### src/rtl/uart_stream_bridge.sv
// Full-duplex Avalon-MM master for the RS232 core: TX byte FIFO, RX word assembly.
// Optional status error handling is enabled by defining UART_BRIDGE_ERRCHK_EN.
module uart_stream_bridge #(
    parameter int TX_DEPTH      = 16,
    parameter int RX_WORD_BYTES = 2,
    parameter int OFF_RXDATA    = 0,
    parameter int OFF_TXDATA    = 4,
    parameter int OFF_STATUS    = 8
) (
    input  logic                         i_clk,
    input  logic                         i_rst,
    output logic [4:0]                   o_address,
    output logic                         o_read,
    input  logic [31:0]                  i_readdata,
    output logic                         o_write,
    output logic [31:0]                  o_writedata,
    input  logic                         i_waitrequest,
    input  logic                         i_tx_valid,
    output logic                         o_tx_ready,
    input  logic [7:0]                   i_tx_data,
    output logic                         o_rx_valid,
    output logic [8*RX_WORD_BYTES-1:0]   o_rx_data,
    output logic [$clog2(TX_DEPTH):0]    o_tx_level
`ifdef UART_BRIDGE_ERRCHK_EN
    ,
    output logic [7:0]                   o_err_cnt
`endif
);

    localparam int AW = $clog2(TX_DEPTH);
    localparam int CW = (RX_WORD_BYTES > 1) ? $clog2(RX_WORD_BYTES) : 1;
    localparam int RW = 8 * RX_WORD_BYTES;

    typedef enum logic [2:0] {
        S_IDLE,
        S_POLL,
        S_RXRD,
`ifdef UART_BRIDGE_ERRCHK_EN
        S_CLR,
`endif
        S_TXWR
    } state_t;

    state_t          state_q, state_d;
    logic [7:0]      mem [TX_DEPTH];
    logic [AW:0]     wr_ptr_q, rd_ptr_q;
    logic [AW:0]     level_q;
    logic [CW-1:0]   cnt_q;
    logic [RW-1:0]   rx_buf_q, rx_data_q, rx_word;
    logic            rx_valid_q;
    logic            push, pop, rx_done, rx_last, fifo_empty;
    logic            unused_ok;
`ifdef UART_BRIDGE_ERRCHK_EN
    logic [7:0]      err_cnt_q;
    logic            clr_done;
`endif

    assign fifo_empty = (level_q == '0);
    assign o_tx_ready = (level_q != (AW+1)'(TX_DEPTH));
    assign push       = i_tx_valid & o_tx_ready;
    assign pop        = (state_q == S_TXWR) & ~i_waitrequest;
    assign rx_done    = (state_q == S_RXRD) & ~i_waitrequest;
    assign rx_last    = (cnt_q == CW'(RX_WORD_BYTES - 1));
    assign o_tx_level = level_q;
    assign o_rx_valid = rx_valid_q;
    assign o_rx_data  = rx_data_q;
    assign unused_ok  = ^{i_readdata[31:8], i_readdata[5:0]};
`ifdef UART_BRIDGE_ERRCHK_EN
    assign clr_done   = (state_q == S_CLR) & ~i_waitrequest;
    assign o_err_cnt  = err_cnt_q;
`endif

    // Bus phase is a pure function of state, so it holds during waitrequest.
    always_comb begin
        state_d     = state_q;
        o_read      = 1'b0;
        o_write     = 1'b0;
        o_address   = OFF_STATUS[4:0];
        o_writedata = '0;
        unique case (state_q)
            S_IDLE: state_d = S_POLL;
            S_POLL: begin
                o_read = 1'b1;
                if (!i_waitrequest) begin
`ifdef UART_BRIDGE_ERRCHK_EN
                    if (|i_readdata[3:0]) state_d = S_CLR;
                    else
`endif
                    if (i_readdata[7]) state_d = S_RXRD;
                    else if (i_readdata[6] && !fifo_empty) state_d = S_TXWR;
                    else state_d = S_IDLE;
                end
            end
            S_RXRD: begin
                o_read    = 1'b1;
                o_address = OFF_RXDATA[4:0];
                if (!i_waitrequest) state_d = S_POLL;
            end
            S_TXWR: begin
                o_write     = 1'b1;
                o_address   = OFF_TXDATA[4:0];
                o_writedata = {24'b0, mem[rd_ptr_q[AW-1:0]]};
                if (!i_waitrequest) state_d = S_POLL;
            end
`ifdef UART_BRIDGE_ERRCHK_EN
            S_CLR: begin
                o_write = 1'b1;
                if (!i_waitrequest) state_d = S_POLL;
            end
`endif
            default: state_d = S_IDLE;
        endcase
    end

    // Drop the received byte into the slot selected by the byte count.
    always_comb begin
        rx_word = rx_buf_q;
        for (int b = 0; b < RX_WORD_BYTES; b++) begin
            if (cnt_q == CW'(b)) rx_word[b*8 +: 8] = i_readdata[7:0];
        end
    end

    // State register.
    always_ff @(posedge i_clk or negedge i_rst) begin
        if (!i_rst) state_q <= S_IDLE;
        else        state_q <= state_d;
    end

    // FIFO storage has no reset; validity is tracked by the pointers.
    always_ff @(posedge i_clk) begin
        if (push) mem[wr_ptr_q[AW-1:0]] <= i_tx_data;
    end

    // FIFO pointers and registered occupancy.
    always_ff @(posedge i_clk or negedge i_rst) begin
        if (!i_rst) begin
            wr_ptr_q <= '0;
            rd_ptr_q <= '0;
            level_q  <= '0;
        end else begin
            if (push) wr_ptr_q <= wr_ptr_q + 1'b1;
            if (pop)  rd_ptr_q <= rd_ptr_q + 1'b1;
            if (push && !pop)      level_q <= level_q + 1'b1;
            else if (pop && !push) level_q <= level_q - 1'b1;
        end
    end

    // RX word assembly; a status clear discards a partial word.
    always_ff @(posedge i_clk or negedge i_rst) begin
        if (!i_rst) begin
            cnt_q      <= '0;
            rx_buf_q   <= '0;
            rx_data_q  <= '0;
            rx_valid_q <= 1'b0;
        end else begin
            rx_valid_q <= 1'b0;
            if (rx_done) begin
                rx_buf_q <= rx_word;
                if (rx_last) begin
                    rx_data_q  <= rx_word;
                    rx_valid_q <= 1'b1;
                    cnt_q      <= '0;
                end else begin
                    cnt_q <= cnt_q + 1'b1;
                end
            end
`ifdef UART_BRIDGE_ERRCHK_EN
            if (clr_done) cnt_q <= '0;
`endif
        end
    end

`ifdef UART_BRIDGE_ERRCHK_EN
    // Saturating count of cleared status errors.
    always_ff @(posedge i_clk or negedge i_rst) begin
        if (!i_rst) err_cnt_q <= '0;
        else if (clr_done && err_cnt_q != 8'hFF) err_cnt_q <= err_cnt_q + 8'd1;
    end
`endif

endmodule

### config.mk
export PLATFORM = sky130hd
export DESIGN_NAME = uart_stream_bridge
export DESIGN_NICKNAME = d
export VERILOG_FILES = /design/src/rtl/uart_stream_bridge.sv
export SDC_FILE = /design/constraint.sdc
export NUM_CORES = 1
export LEC_CHECK = 0
export ABC_AREA = 1
export CAP_MARGIN = 20
export CORE_MARGIN = 5
export CORE_UTILIZATION = 40
export DETAILED_ROUTE_END_ITERATION = 6
export PLACE_DENSITY = 0.66
export SETUP_SLACK_MARGIN = 0.15
export SYNTH_ARGS = -nofsm -noshare
export SYNTH_HDL_FRONTEND = slang
export SYNTH_SLANG_ARGS = --single-unit
### constraint.sdc
create_clock -name i_clk -period 2.9 [get_ports i_clk]
set_input_delay 0.58 -clock i_clk [delete_from_list [all_inputs] [get_ports i_clk]]
set_output_delay 0.58 -clock i_clk [all_outputs]
set_load 0.05 [all_outputs]
# Word level (Yosys, flattened, before mapping)
# Memory sizes are Yosys's and may differ from the RTL's.
# Cells that the tools add are included.
[op_classes]
n_shift = 0
n_mux = 18
n_mul = 0
n_addsub = 5
n_lt_le_gt_ge = 0
div_mod_pow = 0
reduce_logical = 13
eq_ne = 6
bitwise = 4
[ops]
columns = ["op", "n"]
rows = [
  ["2-to-1 mux 8 bit", 3],
  ["adder 5 x 1 -> 5 bit, second input constant", 3],
  ["2-to-1 mux 5 bit", 2],
  ["case mux 3 bit (3 select lines)", 1],
  ["case mux 4 bit (2 select lines)", 1],
  ["2-to-1 mux 1 bit", 7],
  ["== test 3 x 2 -> 1 bit, second input constant", 2],
  ["2-to-1 mux 3 bit", 2],
  ["zero test 5 bit", 1],
  ["inequality test 5 bit, second input constant", 1],
  ["subtractor 5 x 1 -> 5 bit, second input constant", 1],
  ["2-to-1 mux 2 bit", 2],
  ["inequality test 2 bit, second input constant", 2],
  ["AND reduction 2 bit", 2],
  ["OR reduction 2 bit", 2],
  ["AND 1 bit", 3],
  ["== test 3 x 1 -> 1 bit, second input constant", 1],
  ["logical AND 1 bit", 3],
  ["zero test 1 bit", 3],
  ["zero test 3 bit", 1],
  ["nonzero test 2 bit", 1],
  ["adder 1 bit, second input constant", 1],
  ["NOT 1 bit", 1],
]
[word_totals]
memories = 1
romBits = 0
ramBits = 128
reg_bits = 52
latchBits = 0
[memory_table]
columns = ["name", "words", "width", "rd", "rd_clocked_by_memory_dff", "wr", "line_no", "text"]
rows = [
  ["mem", 16, 8, 1, 0, 1, "45", "logic [7:0] mem [TX_DEPTH];"],
]

# Logic depth before layout (Yosys ltp)
[logic_depth]
depth_word = 7
ltp_mapped = 13
depth_no_buf = 13

# Worst setup path after synthesis
# No wires, ideal clock.
[synth_path]
path_type = "register to register"
from = "register level_q[0], in the netlist o_tx_level[0]"
to = "register level_q[3], in the netlist o_tx_level[3]"
period_less_slack_ns = 3.044
n_path_buf = 0
setup_slack_ns = -0.144
setup_ns = 0.127
path_stages_with_launch = 13
arrival_time_ns = 2.916
cell_sequence = "dfrtp_1 nor2_1 nand4_1 nand2_2 inv_1 ha_1 inv_1 ha_1 nand3_1 nand3_1 or2_2 nand3_1 o21ai_0"
[synth_via]
elab_chain_cells = 5
elab_cells_between_ends = 10
cone_classes = "add/sub (2); eq/ne (1); mux (2); bitwise (1); reduce/logical (4)"
[synth_lines]
columns = ["item", "line_no", "text"]
rows = [
  ["from (decl)", "47", "logic [AW:0] level_q;"],
  ["from (signal assigned)", "143", "if (push && !pop) level_q <= level_q + 1'b1;"],
  ["from (signal assigned)", "144", "else if (pop && !push) level_q <= level_q - 1'b1;"],
  ["inequality test 5 bit (*)", "59", "assign o_tx_ready = (level_q != (AW+1)'(TX_DEPTH));"],
  ["net o_tx_ready", "19", "output logic o_tx_ready,"],
  ["AND 1 bit (*)", "60", "assign push = i_tx_valid & o_tx_ready;"],
  ["net push", "51", "logic push, pop, rx_done, rx_last, fifo_empty;"],
  ["zero test 1 bit", "144", ""],
  ["logical AND 1 bit", "144", ""],
  ["nonzero test 2 bit (no line)", "--", ""],
]
# The timed path passes the listed nets; every way through them passes the cells marked *. The select of a mux whose other input is x is not followed.
# A chain may end at the register's enable or synchronous reset.

# Worst setup path after layout
[layout_path]
from = "register state_q[0]"
to = "output port o_read"
[layout_via]
elab_chain_cells = 3
elab_cells_between_ends = 4
cone_classes = "eq/ne (2); mux (1); reduce/logical (1)"
[layout_lines]
columns = ["item", "line_no", "text"]
rows = [
  ["from (decl)", "44", "state_t state_q, state_d;"],
  ["from (signal assigned)", "126", "else state_q <= state_d;"],
  ["== test 3 x 2 -> 1 bit or == test 3 x 1 -> 1 bit (tied branches)", "80", "unique case (state_q)"],
  ["OR reduction 2 bit (no line) (*)", "--", ""],
  ["2-to-1 mux 1 bit (*)", "80", ""],
  ["to (decl)", "13", "output logic o_read,"],
]
# Every way passes the cells marked *; elsewhere a longest branch is shown, timed or not.

==> reports/metrics.yaml <==
pwr:
  power.static_leakage_nw: 3.98
  power.total_w: 0.00957
  vdd_drop_max_mv: 0.757
  power_per_cell_area_nw_per_um2: 1050
timing:
  tns_ns: 0
  slew_headroom: 0.377
  worst_slew_pin_slew_ns: 0.934
  unrepaired_setup_endpoints_after_global_routing: "no"
  period_share: 0.907
  clock_skew_ns: 0.00797
  final.min_clock_period_ns: 2.63
  clock.fmax_mhz: 380
  hold_viol_final: 0
  setup_viol: 0
  slew_viol_final: 0
clock_network:
  clkLatencyLatePin_ns: 0.43
  cts.clk_slew.worst_paths_ns: 0.07
  cts-hold-fix-buffers: 0
  cts_sinks: 169
  cts_inserted_buffers: 17
  cts_tree: "yes"
  clock-root-buffer: "clkbuf_16"
  cts.repair_timing.setup_buffer_count: 0
  ctsLongestPathBuffers: 2
  cts.htree.levels: 4
outcome:
  outcome: "complete, no violations"
worst_setup_path:
  timing.critical_path.from_type: "flop"
  reg2reg_setup_slack_ns: 0.82
  cp_arrival_ns: 2.05
  worst-endpoint-required_ns: 2.32
  critical_path_class: "flop to output pin"
  worstSetupStartpoint: "state_q[0]"
  reg2reg_depth: 12
  timing.rr.end: "o_tx_level[3]"
  crit_end: "o_read"
  critPathCaptureType: "output pin"
  r2r-start: "state_q[0]"
  timing.critical_path.fanout_max: 5
route:
  viasPerCell: 4.71
  total_via_count_after_detailed_routing: 5058
  detailedRoute.firstPassIterationCount: 5
  drt_iter0_markers: 222
  drc: 0
  detail_route.wirelength_um: 15200
  wl_per_cell_um: 14.1
  ant_nets: 0
yosys:
  synth.largest_area_cell: "edfxtp_1"
  synth_area_per_cell_um2: 10.0
  synth_flop_cell: "edfxtp_1"
  flops_latches_synth: 169
  syn-instance-count: 754
  synth.top_cells.by_area: "edfxtp_1 51%, dfrtp_1 14%, nand2_1 13%"
  synth_cell_type_count: 26
  fraction_of_the_yosys_area_taken_by_sequential_cells: 0.643
  mappedNetlistArea_um2: 7580
  synthTopCellsByCount: "257 x nand2_1, 128 x edfxtp_1, 94 x inv_1"
  synthDominantCellAreaShare: 0.507
  cell_with_the_most_instances_after_synthesis: "nand2_1"
  synth_edf_count: 128
  async_set_or_reset_flop_fraction_in_the_synthesized_netlist: 0.243
  synth.yosys.warnings: 0
final_layout:
  drive_gt1_frac: 0.120
  area_delta_synth_final_pct: 20.7
  num_antenna_cells: 0
  finalNetCount: 884
  fill_cells: 1675
run:
  maxCapViolations: 0
grt:
  grt_pass1_vias: 4939
  antenna_found_initial: 1
  grt_use_total: 0.145
  grt_overflow_total: 0
  grt_start_max_net_pins: 45
  grt_pass1_wl_um: 25000
hold_path:
  min_path_type: "input pin to asynchronous set/reset pin"
floorplanning:
  floorplan.die_area_um2: 21800
  fp.dieW_um: 148
  core_area_um2: 18700
  std_cell_rows: 50
  start_util: 0.405
  boundaryPins: 106
  die_h_um: 148
place:
  dpl.hpwl_um: 10100
  gp_congestion: 0.810
  portBuffers: 54
worst min-delay path by stage:
stage | startpoint | to | slack, ns | depth (start not counted)
after floorplan | i_rst | cnt_q | 0.28 | 0
after global placement | o_rx_data[0] | o_rx_data[0] | 0.45 | 2
after detailed placement | o_rx_data[7] | o_rx_data[7] | 0.46 | 2
after CTS | i_rst | o_rx_data[9] | 0.31 | 1
after global routing | i_rst | o_rx_data[9] | 0.35 | 1
final | i_rst | o_rx_data[8] | 0.29 | 1
cell type report:
class | instances | area (um2) | share of cell area
clock buffer | 18 | 429 | 0.0469
timing repair buffer | 84 | 875 | 0.0956
clock inverter | 14 | 135 | 0.0148
sequential | 169 | 4880 | 0.533
tap | 234 | 293 | 0.0320
inverter | 98 | 377 | 0.0412
multi-input combinational | 456 | 2160 | 0.236
placed cells by master, fill, tap and decap left out, types with 5 or more instances in the layout:
cell type and n:
a21oi_2 5, clkbuf_16 17, dfrtp_1 34, o21ai_0 10, nor2_1 16, a21oi_1 9, inv_1 92, nand2_1 256
buf_12 9, edfxtp_1 128, nor3_1 12, buf_4 25, nand3_1 83, dfrtp_2 7, xor2_1 8, conb_1 27
clkdlybuf4s50_1 44, ha_1 9
routing by layer:
layer | wire length (um) | GRT usage | vias to the layer above
met2 | 7200 | 0.239 | 132
met5 | 20 | 0 | -
met3 | 926 | 0.0445 | 18
met4 | 171 | 0.0382 | 2
li1 | - | - | 2515
met1 | 6840 | 0.187 | 2391
critical path, cell delays in order, from the launching register on:
cell and delay [ns]:
dfrtp_1 0.43, inv_1 0.06, ha_1 0.28, inv_1 0.05
clkdlybuf4s50_1 0.79
metrics by stage:
stage | instances | hold slack (ns) | cell area, um2 | worst slack, ns | utilization
finish | 1073 | 0.287 | 9150 | 0.271 | 0.489
global route | 1073 | 0.355 | 9150 | 0.152 | 0.489
CTS | 1073 | 0.314 | 9120 | 0.156 | 0.487
detailed placement | 1041 | 0.461 | 8520 | 0.384 | 0.456
global placement | 1041 | 0.453 | 8520 | 0.378 | 0.456
floorplan | 780 | 0.284 | 7740 | 0.186 | -
cells by family (layout without fill, tap and decap cells):
kind of cell    count (synthesis)  after routing  synth area share
simple gates                  377            377             0.205
flops                         169            169             0.643
buf+inv                       155            214            0.0966
compound gates                 27             27            0.0180
fa+ha+maj                      14             14            0.0241
xor+xnor                        9              9            0.0104
mux                             2              2           0.00297
other cells                     1             27          0.000495
state kept, by name (all words and copies together) (netlist names):
signal      flops
cnt_q           1
mem           128
o_rx_data      16
o_rx_valid      1
o_tx_level      5
rd_ptr_q        4
rx_buf_q        8
state_q         2
wr_ptr_q        4
power by group:
part	total, W	internal (W)	switching (W)
Clock	0.00214	0.00114	0.00100
Combinational	0.00409	0.00140	0.00270
Sequential	0.00334	0.00307	0.000270
Total	0.00957	0.00560	0.00397
what timing repair did:
| action | CTS | global route |
|---|---|---|
| gates resized for setup | 9 | 9 |
| pin swaps | 0 | 1 |
| endpoints found under the setup margin | 7 | 8 |
Note: power is estimated with default switching activity, not from simulation.
